<file path="config.mk">
export PLATFORM = sky130hd
export DESIGN_NAME = disk_block_xfer_flat
export DESIGN_NICKNAME = d
export VERILOG_FILES = /design/src/rtl/disk_block_xfer_if.sv /design/src/rtl/disk_block_xfer.sv /design/src/flat_wrapper.sv
export SDC_FILE = /design/constraint.sdc
export NUM_CORES = 2
export LEC_CHECK = 0
export CAP_MARGIN = 20
export CORE_ASPECT_RATIO = 0.9
export CORE_UTILIZATION = 45
export DETAILED_ROUTE_END_ITERATION = 10
export HOLD_SLACK_MARGIN = 0.02
export SLEW_MARGIN = 20
export SYNTH_ARGS = -nofsm -noshare
export SYNTH_HDL_FRONTEND = slang
export SYNTH_SLANG_ARGS = --single-unit
</file>
<file path="constraint.sdc">
create_clock -name clk -period 6.8 [get_ports clk]
set_input_delay 2.04 -clock clk [delete_from_list [all_inputs] [get_ports clk]]
set_output_delay 2.04 -clock clk [all_outputs]
set_load 0.01 [all_outputs]
</file>
<file path="src/rtl/disk_block_xfer_if.sv">
// Bus bundle between the disk IOT controller, memory DMA port and IDE block engine.
// "slave" is the transfer sequencer's view; "master" is the surrounding system's view.
interface disk_block_xfer_if #(
    parameter int FIELD_W = 3
);
    logic                 cmd_read;
    logic                 cmd_write;
    logic [23:0]          cmd_lba;
    logic [FIELD_W+11:0]  cmd_addr;
    logic                 busy;
    logic                 done;
    logic                 error;
    logic [23:0]          ide_lba;
    logic                 ide_read_req;
    logic                 ide_write_req;
    logic                 ide_done;
    logic [7:0]           buffer_addr;
    logic                 buffer_rd;
    logic                 buffer_wr;
    logic [11:0]          buffer_out;
    logic [11:0]          buffer_in;
    logic                 dma_req;
    logic                 dma_write;
    logic [FIELD_W+11:0]  dma_addr;
    logic [11:0]          dma_wdata;
    logic [11:0]          dma_rdata;
    logic                 dma_ack;

    modport slave (
        input  cmd_read, cmd_write, cmd_lba, cmd_addr,
        output busy, done, error,
        output ide_lba, ide_read_req, ide_write_req,
        input  ide_done, buffer_addr, buffer_rd, buffer_wr, buffer_out,
        output buffer_in,
        output dma_req, dma_write, dma_addr, dma_wdata,
        input  dma_rdata, dma_ack
    );

    modport master (
        output cmd_read, cmd_write, cmd_lba, cmd_addr,
        input  busy, done, error,
        input  ide_lba, ide_read_req, ide_write_req,
        output ide_done, buffer_addr, buffer_rd, buffer_wr, buffer_out,
        input  buffer_in,
        input  dma_req, dma_write, dma_addr, dma_wdata,
        output dma_rdata, dma_ack
    );
endinterface

</file>
<file path="src/rtl/disk_block_xfer.sv">
// Single-block transfer sequencer: owns the 256x12 sector buffer and moves one block
// between main memory (DMA) and the buffer, handing the buffer to the IDE engine in between.
module disk_block_xfer #(
    parameter int FIELD_W = 3
) (
    input  logic               clk,
    input  logic               reset,
    disk_block_xfer_if.slave   bus
);
    localparam int AW = FIELD_W + 12;

    typedef enum logic [2:0] {
        ST_IDLE  = 3'd0,
        ST_FILL  = 3'd1,
        ST_DISK  = 3'd2,
        ST_DRAIN = 3'd3,
        ST_FIN   = 3'd4
    } state_t;

    state_t             state_r;
    logic [11:0]        buf_mem_r [256];
    logic [7:0]         wc_r;
    logic [11:0]        addr12_r;
    logic [11:0]        start12_r;
    logic [FIELD_W-1:0] field_r;
    logic               dir_read_r;
    logic               busy_r;
    logic               done_r;
    logic               error_r;
    logic               ide_read_req_r;
    logic               ide_write_req_r;
    logic [23:0]        ide_lba_r;
    logic               dma_req_r;
    logic               dma_write_r;
    logic [AW-1:0]      dma_addr_r;

    logic               cmd_any_s;
    logic               cmd_one_s;
    logic               ack_s;
    logic               fill_wr_s;
    logic               last_word_s;
    logic [11:0]        addr12_inc_s;
    logic               engine_rd_unused_s;

    // Command decode and DMA handshake qualification.
    always_comb begin
        cmd_any_s    = bus.cmd_read | bus.cmd_write;
        cmd_one_s    = bus.cmd_read ^ bus.cmd_write;
        ack_s        = dma_req_r & bus.dma_ack;
        last_word_s  = (wc_r == 8'd255);
        addr12_inc_s = addr12_r + 12'd1;
        if (state_r == ST_FILL) begin
            fill_wr_s = ack_s;
        end else begin
            fill_wr_s = 1'b0;
        end
    end

    // Sector buffer write port: DMA fill takes priority, engine writes otherwise.
    always_ff @(posedge clk) begin
        if (fill_wr_s) begin
            buf_mem_r[wc_r] <= bus.dma_rdata;
        end else if (bus.buffer_wr) begin
            buf_mem_r[bus.buffer_addr] <= bus.buffer_out;
        end
    end

    // Sequencer: accept, fill, disk handoff, drain, completion.
    always_ff @(posedge clk) begin
        if (reset) begin
            state_r         <= ST_IDLE;
            wc_r            <= 8'd0;
            addr12_r        <= 12'd0;
            start12_r       <= 12'd0;
            field_r         <= '0;
            dir_read_r      <= 1'b0;
            busy_r          <= 1'b0;
            done_r          <= 1'b0;
            error_r         <= 1'b0;
            ide_read_req_r  <= 1'b0;
            ide_write_req_r <= 1'b0;
            ide_lba_r       <= 24'd0;
            dma_req_r       <= 1'b0;
            dma_write_r     <= 1'b0;
            dma_addr_r      <= '0;
        end else begin
            done_r <= 1'b0;
            // A command while a block is in flight is refused but never disturbs it.
            if ((state_r != ST_IDLE) && cmd_any_s) begin
                error_r <= 1'b1;
            end
            case (state_r)
                ST_IDLE: begin
                    if (cmd_one_s) begin
                        ide_lba_r  <= bus.cmd_lba;
                        field_r    <= bus.cmd_addr[AW-1:12];
                        start12_r  <= bus.cmd_addr[11:0];
                        addr12_r   <= bus.cmd_addr[11:0];
                        dir_read_r <= bus.cmd_read;
                        wc_r       <= 8'd0;
                        error_r    <= 1'b0;
                        busy_r     <= 1'b1;
                        if (bus.cmd_read) begin
                            state_r        <= ST_DISK;
                            ide_read_req_r <= 1'b1;
                        end else begin
                            state_r     <= ST_FILL;
                            dma_req_r   <= 1'b1;
                            dma_write_r <= 1'b0;
                            dma_addr_r  <= bus.cmd_addr;
                        end
                    end else if (cmd_any_s) begin
                        error_r <= 1'b1;
                    end
                end
                ST_FILL: begin
                    if (ack_s) begin
                        wc_r       <= wc_r + 8'd1;
                        addr12_r   <= addr12_inc_s;
                        dma_addr_r <= {field_r, addr12_inc_s};
                        if (last_word_s) begin
                            state_r         <= ST_DISK;
                            dma_req_r       <= 1'b0;
                            ide_write_req_r <= 1'b1;
                        end
                    end
                end
                ST_DISK: begin
                    if (bus.ide_done) begin
                        ide_read_req_r  <= 1'b0;
                        ide_write_req_r <= 1'b0;
                        if (dir_read_r) begin
                            state_r     <= ST_DRAIN;
                            wc_r        <= 8'd0;
                            addr12_r    <= start12_r;
                            dma_req_r   <= 1'b1;
                            dma_write_r <= 1'b1;
                            dma_addr_r  <= {field_r, start12_r};
                        end else begin
                            state_r <= ST_FIN;
                            done_r  <= 1'b1;
                        end
                    end
                end
                ST_DRAIN: begin
                    if (ack_s) begin
                        wc_r       <= wc_r + 8'd1;
                        addr12_r   <= addr12_inc_s;
                        dma_addr_r <= {field_r, addr12_inc_s};
                        if (last_word_s) begin
                            state_r     <= ST_FIN;
                            dma_req_r   <= 1'b0;
                            dma_write_r <= 1'b0;
                            done_r      <= 1'b1;
                        end
                    end
                end
                ST_FIN: begin
                    busy_r  <= 1'b0;
                    state_r <= ST_IDLE;
                end
                default: begin
                    state_r         <= ST_IDLE;
                    busy_r          <= 1'b0;
                    ide_read_req_r  <= 1'b0;
                    ide_write_req_r <= 1'b0;
                    dma_req_r       <= 1'b0;
                    dma_write_r     <= 1'b0;
                end
            endcase
        end
    end

    assign engine_rd_unused_s = bus.buffer_rd;

    assign bus.busy          = busy_r;
    assign bus.done          = done_r;
    assign bus.error         = error_r;
    assign bus.ide_lba       = ide_lba_r;
    assign bus.ide_read_req  = ide_read_req_r;
    assign bus.ide_write_req = ide_write_req_r;
    assign bus.dma_req       = dma_req_r;
    assign bus.dma_write     = dma_write_r;
    assign bus.dma_addr      = dma_addr_r;
    // Both read ports are asynchronous so the engine and DMA see data in the same cycle.
    assign bus.buffer_in     = buf_mem_r[bus.buffer_addr];
    assign bus.dma_wdata     = buf_mem_r[wc_r];

endmodule
</file>
<file path="src/flat_wrapper.sv">
// flat-port wrapper written by rule: the top's interface ports become plain ports
module disk_block_xfer_flat 
#(
    parameter int FIELD_W = 3
)
  (clk, reset, bus_cmd_read, bus_cmd_write, bus_cmd_lba, bus_cmd_addr, bus_busy, bus_done, bus_error, bus_ide_lba, bus_ide_read_req, bus_ide_write_req, bus_ide_done, bus_buffer_addr, bus_buffer_rd, bus_buffer_wr, bus_buffer_out, bus_buffer_in, bus_dma_req, bus_dma_write, bus_dma_addr, bus_dma_wdata, bus_dma_rdata, bus_dma_ack);
  disk_block_xfer_if #(.FIELD_W(FIELD_W)) bus_i ();
  input  logic clk;
  input  logic reset;
  input wire logic [$bits(bus_i.cmd_read)-1:0] bus_cmd_read;
  input wire logic [$bits(bus_i.cmd_write)-1:0] bus_cmd_write;
  input wire logic [$bits(bus_i.cmd_lba)-1:0] bus_cmd_lba;
  input wire logic [$bits(bus_i.cmd_addr)-1:0] bus_cmd_addr;
  output wire logic [$bits(bus_i.busy)-1:0] bus_busy;
  output wire logic [$bits(bus_i.done)-1:0] bus_done;
  output wire logic [$bits(bus_i.error)-1:0] bus_error;
  output wire logic [$bits(bus_i.ide_lba)-1:0] bus_ide_lba;
  output wire logic [$bits(bus_i.ide_read_req)-1:0] bus_ide_read_req;
  output wire logic [$bits(bus_i.ide_write_req)-1:0] bus_ide_write_req;
  input wire logic [$bits(bus_i.ide_done)-1:0] bus_ide_done;
  input wire logic [$bits(bus_i.buffer_addr)-1:0] bus_buffer_addr;
  input wire logic [$bits(bus_i.buffer_rd)-1:0] bus_buffer_rd;
  input wire logic [$bits(bus_i.buffer_wr)-1:0] bus_buffer_wr;
  input wire logic [$bits(bus_i.buffer_out)-1:0] bus_buffer_out;
  output wire logic [$bits(bus_i.buffer_in)-1:0] bus_buffer_in;
  output wire logic [$bits(bus_i.dma_req)-1:0] bus_dma_req;
  output wire logic [$bits(bus_i.dma_write)-1:0] bus_dma_write;
  output wire logic [$bits(bus_i.dma_addr)-1:0] bus_dma_addr;
  output wire logic [$bits(bus_i.dma_wdata)-1:0] bus_dma_wdata;
  input wire logic [$bits(bus_i.dma_rdata)-1:0] bus_dma_rdata;
  input wire logic [$bits(bus_i.dma_ack)-1:0] bus_dma_ack;
  assign bus_i.cmd_read = bus_cmd_read;
  assign bus_i.cmd_write = bus_cmd_write;
  assign bus_i.cmd_lba = bus_cmd_lba;
  assign bus_i.cmd_addr = bus_cmd_addr;
  assign bus_busy = bus_i.busy;
  assign bus_done = bus_i.done;
  assign bus_error = bus_i.error;
  assign bus_ide_lba = bus_i.ide_lba;
  assign bus_ide_read_req = bus_i.ide_read_req;
  assign bus_ide_write_req = bus_i.ide_write_req;
  assign bus_i.ide_done = bus_ide_done;
  assign bus_i.buffer_addr = bus_buffer_addr;
  assign bus_i.buffer_rd = bus_buffer_rd;
  assign bus_i.buffer_wr = bus_buffer_wr;
  assign bus_i.buffer_out = bus_buffer_out;
  assign bus_buffer_in = bus_i.buffer_in;
  assign bus_dma_req = bus_i.dma_req;
  assign bus_dma_write = bus_i.dma_write;
  assign bus_dma_addr = bus_i.dma_addr;
  assign bus_dma_wdata = bus_i.dma_wdata;
  assign bus_i.dma_rdata = bus_dma_rdata;
  assign bus_i.dma_ack = bus_dma_ack;
  disk_block_xfer #(.FIELD_W(FIELD_W)) u_core (.clk(clk), .reset(reset), .bus(bus_i));
endmodule
</file>
======== Word-level counts from Yosys, hierarchy flattened ========
Memory sizes are Yosys's and may differ from the RTL's. A register that Yosys moved wholly into a read port is not among the register bits.
Index checks and enable logic that the tools add are counted.
cells by class
  eq/ne operators ......................... 16
  bitwise gates (word level) .............. 8
  reductions and logical operators ........ 19
  mux-type cells .......................... 64
  add/subtract/negate cells ............... 2
operators by type and width
  kind                   count
  $mux 15                5
  $mux 12                5
  $mux 8                 7
  $pmux 15 s3            1
  $pmux 12 s3            1
  $mux 1                 29
  $pmux 8 s3             1
  $mux 3                 7
  $ne 2x1->1 const B     8
  $reduce_and 7->1       2
  $add 12x1->12 const B  1
  $pmux 3 s4             1
  $reduce_and 6->1       2
  $reduce_or 12->1       1
  $reduce_or 3->1        3
  $add 8x1->8 const B    1
  $eq 8x8->1 const B     1
  $pmux 1 s4             2
  $reduce_and 4->1       2
  $eq 3x2->1 const B     2
  $ne 2x2->1 const B     3
  $pmux 1 s3             2
  $reduce_bool 3->1      2
  $not 1->1              5
  other kinds (12)       15
word-level totals
  register bits after elaboration ......... 85
  output and inout bits ................... 70
  logic and storage cells ................. 125
  memories ................................ 1
  bits of input ports ..................... 79
  RAM bits ................................ 3072
memory list
  name              depth  width  read ports  clocked after memory_dff  write ports  RTL line               RTL
  u_core.buf_mem_r  256    12     2           1                         1            disk_block_xfer.sv:21  logic [11:0] buf_mem_r [256];

======== Depth between registers and ports, before layout ========
  depth after elaboration ................. 6
  gate-level depth with buffers ........... 14
  mapped depth without buffers ............ 9

======== Worst setup path before layout ========
OpenSTA, ideal clock, no wires.
  path kind ............................... input-to-reg
  start ................................... in bus_dma_ack
  end ..................................... mem u_core.buf_mem_r[0][10], data pin
  data arrival time ....................... 6220 ps
  stages on the path ...................... 6
  data required time ...................... 5977 ps
  path slack .............................. -243 ps
  buffers on the path ..................... 2
  path through ............................ nand2_1 > o31ai_2 > clkbuf_1 > buf_1 > nand2_1 > nand2_1
on the way
  cells in the longest elaborated chain, start to end .. 6
RTL lines
  element                            RTL line               RTL
  from (decl)                        flat_wrapper.sv:31     input wire logic [$bits(bus_i.dma_ack)-1:0] bus_dma_ack;
  $and 1x1->1                        disk_block_xfer.sv:49  ack_s = dma_req_r & bus.dma_ack;
  $mux 1                             disk_block_xfer.sv:52  if (state_r == ST_FILL) begin
  $mux 1                             disk_block_xfer.sv:61  if (fill_wr_s) begin
  $mux 1 (not written as such)       disk_block_xfer.sv:64  buf_mem_r[bus.buffer_addr] <= bus.buffer_out;
  $reduce_or 12->1 (no source line)  -
  $mux 12 (no source line)           -
  to (decl)                          disk_block_xfer.sv:21
Every way passes these cells.

======== Worst setup path after layout ========
  start ................................... in bus_buffer_addr[1]
  end ..................................... out bus_buffer_in[6]
on the way
  cells in the longest elaborated chain, start to end .. 1
RTL lines
  element         RTL line            RTL
  from (decl)     flat_wrapper.sv:21  input wire logic [$bits(bus_i.buffer_addr)-1:0] bus_buffer_addr;
  $mem_v2 256x12  -
  to (decl)       flat_wrapper.sv:25  output wire logic [$bits(bus_i.buffer_in)-1:0] bus_buffer_in;
Every way passes these cells.

==> qor.yml <==
reg2reg_slack_ns: 2.54
worstPathRequired_ns: 4.76
netlist_instances: 7548
cts.sinks: 3165
detail_route.iter0.violations: 14211
grt_max_degree: 120
num_io_pins: 149
slew_viol_final: 0
core_um2: 324000
hpwlAfterDp_mm: 351
p_total_mw: 52.2
cp_top_family: "buffers and inverters"
cp_common_cell: "buf_4"
cts-buffers-inserted: 337
antenna_found_initial: 20
rsz0062_at_grt: "true"
path_cells: "buf_12, buf_4, nand2b_1, buf_12, buf_4, o22ai_1, a211oi_1, buf_4, a311oi_1, or3_1, nand2_1, a2111oi_4, buf_6"
drcViolationCount: 0
fin_ws_ns: -0.334
cts.root.buffer_cell: "clkbuf_16"
cts_tree: "yes"
dr.pass1.iters: 8
period_needed_ns: 7.13
gp_congestion: 0.990
wl_per_cell_um: 39.1
synth_edf_count: 3072
fmax_mhz: 140
layout-drive-gt1-share: 0.399
regArea_um2: 94100
status: "finished with violations"
cts_buffer_depth: 4
syn_avg_cell_area_um2: 19.5
postCtsHoldBufs: 0
worstMarginPinSlew_ns: 1.23
cp.arrival_ns: 5.09
crit_fanout: 13
max_slew_margin: 0.180
track_usage: 0.312
multi_input_area_um2: 50800
totalWireLength_mm: 520
htreeDepth: 5
die_x_um: 605
slowest_stage: "a311oi_1"
grt_pass1_vias: 87699
ys_seq_elements: 3165
io_buffer_count: 147
post-route-period-util: 1.05
p_leak_nw: 55.8
critPathCaptureType: "output pin"
routed_via_density: 6.75
start_kind: "primary input"
drtAntennaViolNets: 0
clk_latency_ns: 0.97
yosysUniqueCellTypes: 68
ys.flop_type: "edfxtp_1"
powerDensity_nw_per_um2: 297
setup_violations: 12
path_buf_inv: 6
skew_ns: 0.0346
finalHoldViolCount: 0
area_growth_pct: 19.4
cpPeakStageDelay_ns: 0.50
dr_total_vias: 89967
synth_nets: 7630
nFillCells: 24948
violations: "negative setup slack"
seq_area_frac_synth: 0.639
grt_pass1_wl_mm: 710
dp_worst_setup_slack_ns: -1.01
clk_pin_slew_ns: 0.06
grt_overflow: 0
ys_warn_count: 0
dieArea_um2: 329000
netlist_area_um2: 147000
chipHeight_um: 545
initial_utilization: 0.454
num_rows: 198
peakVddDrop_v: 0.000228
synthArstFlopShare: 0
nNetsFinal: 8815
cap_viol_max_count: 0
hold_path.class: "reg -> reg"
timing_worst_setup_path_type: "in -> out"
## worst reg2reg max path: stages (launching register included)
cell	delay, ns
dfxtp_1	0.81
nand2b_1	0.35
o31ai_4	0.85
nand3_1	0.17
o21ai_0	0.23
buf_4	0.26
nand2_1	0.53
nor2_1	0.47
buf_4	0.30
## state kept, by name, indices dropped and copies added, names as in the netlist, named ones only
name                      count
u_core.addr12_r              12
u_core.buf_mem_r           3072
u_core.bus.busy               1
u_core.bus.dma_addr          15
u_core.bus.dma_req            1
u_core.bus.dma_write          1
u_core.bus.done               1
u_core.bus.error              1
u_core.bus.ide_lba           24
u_core.bus.ide_read_req       1
u_core.bus.ide_write_req      1
u_core.dir_read_r             1
u_core.field_r                3
u_core.start12_r             12
u_core.state_r                3
u_core.wc_r                   8
## layer usage
layer | vias up | part of all wire | GRT usage | wire length (um)
li1 | 34803 | - | - | -
met1 | 48356 | 0.39 | 0.441 | 201000
met2 | 5857 | 0.45 | 0.463 | 232000
met3 | 941 | 0.12 | 0.0797 | 62200
met4 | 10 | 0.049 | 0.134 | 25300
met5 | - | 0.00016 | 0 | 81
## kinds of logic after synthesis
kind of cell               after synthesis  share of synthesized area
adders and majority gates                3                   0.000255
buffers and inverters                  609                     0.0238
DFF                                   3165                      0.639
xor gates and xnor gates                16                   0.000952
muxes                                 2009                      0.272
AOI/OAI and AO/OA                      732                     0.0334
and+or+nand+nor                       1014                     0.0302
## where the power goes
part           internal (mW)  switching (mW)
logic                   5.55            6.32
clock network           10.5            7.94
registers               21.8           0.153
## metrics by stage
step	util	hold slack (ns)	instances	setup TNS, ns	instance area (um2)
detailed placement	0.500	0.447	12588	-7.49	162000
floorplan	-	0.436	7548	0	147000
finish	0.542	0.456	13320	-1.85	176000
global placement	0.500	0.445	12588	-7.29	162000
CTS	0.539	0.456	13262	-2.82	175000
global route	0.542	0.477	13312	-2.01	176000
## cells in the mapped netlist, drive strengths merged (8+ instances only)
cell | instances | share of area
a21oi | 178 | 0.0061
clkbuf | 228 | 0.0058
edfxtp | 3072 | 0.63
a211oi | 83 | 0.0042
nand2 | 377 | 0.0096
buf | 376 | 0.018
mux2 | 14 | 0.0011
or2 | 8 | 0.00034
nor4 | 15 | 0.00064
o211ai | 28 | 0.0014
nand2b | 21 | 0.00089
a21o | 12 | 0.00061
mux4 | 1594 | 0.24
nor3 | 72 | 0.0025
nor2b | 60 | 0.0025
o2111ai | 13 | 0.00077
and2 | 12 | 0.00051
nor2 | 341 | 0.0087
mux2i | 401 | 0.027
xnor2 | 8 | 0.00048
o22ai | 85 | 0.0036
a2111oi | 14 | 0.00091
and3 | 8 | 0.00034
nand3b | 10 | 0.00051
dfxtp | 93 | 0.013
a221oi | 38 | 0.0023
a31oi | 21 | 0.00089
o21ai | 64 | 0.0022
xor2 | 8 | 0.00048
a22o | 10 | 0.00059
nand4 | 9 | 0.00038
nand3 | 58 | 0.0021
a22oi | 143 | 0.0073
## worst paths after layout
path              depth (start not counted)                           startpoint                             endpoint
hold / removal                            2  u_core.bus.dma_addr[5]$_SDFFE_PP0P_  u_core.bus.dma_addr[5]$_SDFFE_PP0P_
setup / recovery                         13                   bus_buffer_addr[1]                     bus_buffer_in[6]
hold reg to reg                           2  u_core.bus.dma_addr[5]$_SDFFE_PP0P_  u_core.bus.dma_addr[5]$_SDFFE_PP0P_
setup reg to reg                          8       u_core.state_r[0]$_SDFFE_PP0P_    u_core.buf_mem_r[63][2]$_DFFE_PP_
## layout make-up
| cell class | instances | area share |
|---|---|---|
| clock buffers | 433 | 0.0518 |
| flip-flops and latches | 3165 | 0.535 |
| diodes | 9 | 0.000128 |
| clock inverters | 184 | 0.00979 |
| well taps | 4300 | 0.0306 |
| repair buffers | 1450 | 0.0833 |
| inverters | 5 | 0.000149 |
| multi-input cells | 3774 | 0.289 |
## what timing repair did
item                       4_1_cts  5_1_grt
gates resized for setup        210      107
setup endpoints to repair       24       19
buffers inserted                45       54
gates cloned                    14        6
pin swaps                       18       29
## cell usage in the layout (no fill, tap or decap), drive strengths merged, types with 13 or more instances in the layout
cell           instances
buf                 1303
o2111ai               13
clkdlybuf4s50        123
nor4                  15
a22oi                143
nor2b                 60
mux2                  14
o22ai                 85
a211oi                83
a21oi                178
clkinv               137
edfxtp              3072
o211ai                28
nand2                377
a2111oi               14
nand2b                21
clkbuf               440
nor2                 341
o21ai                 64
a221oi                38
mux4                1594
dfxtp                 93
bufinv                27
mux2i                401
inv                   19
a31oi                 21
nand3                 58
nor3                  72
Note: power is estimated with default switching activity, not from simulation.
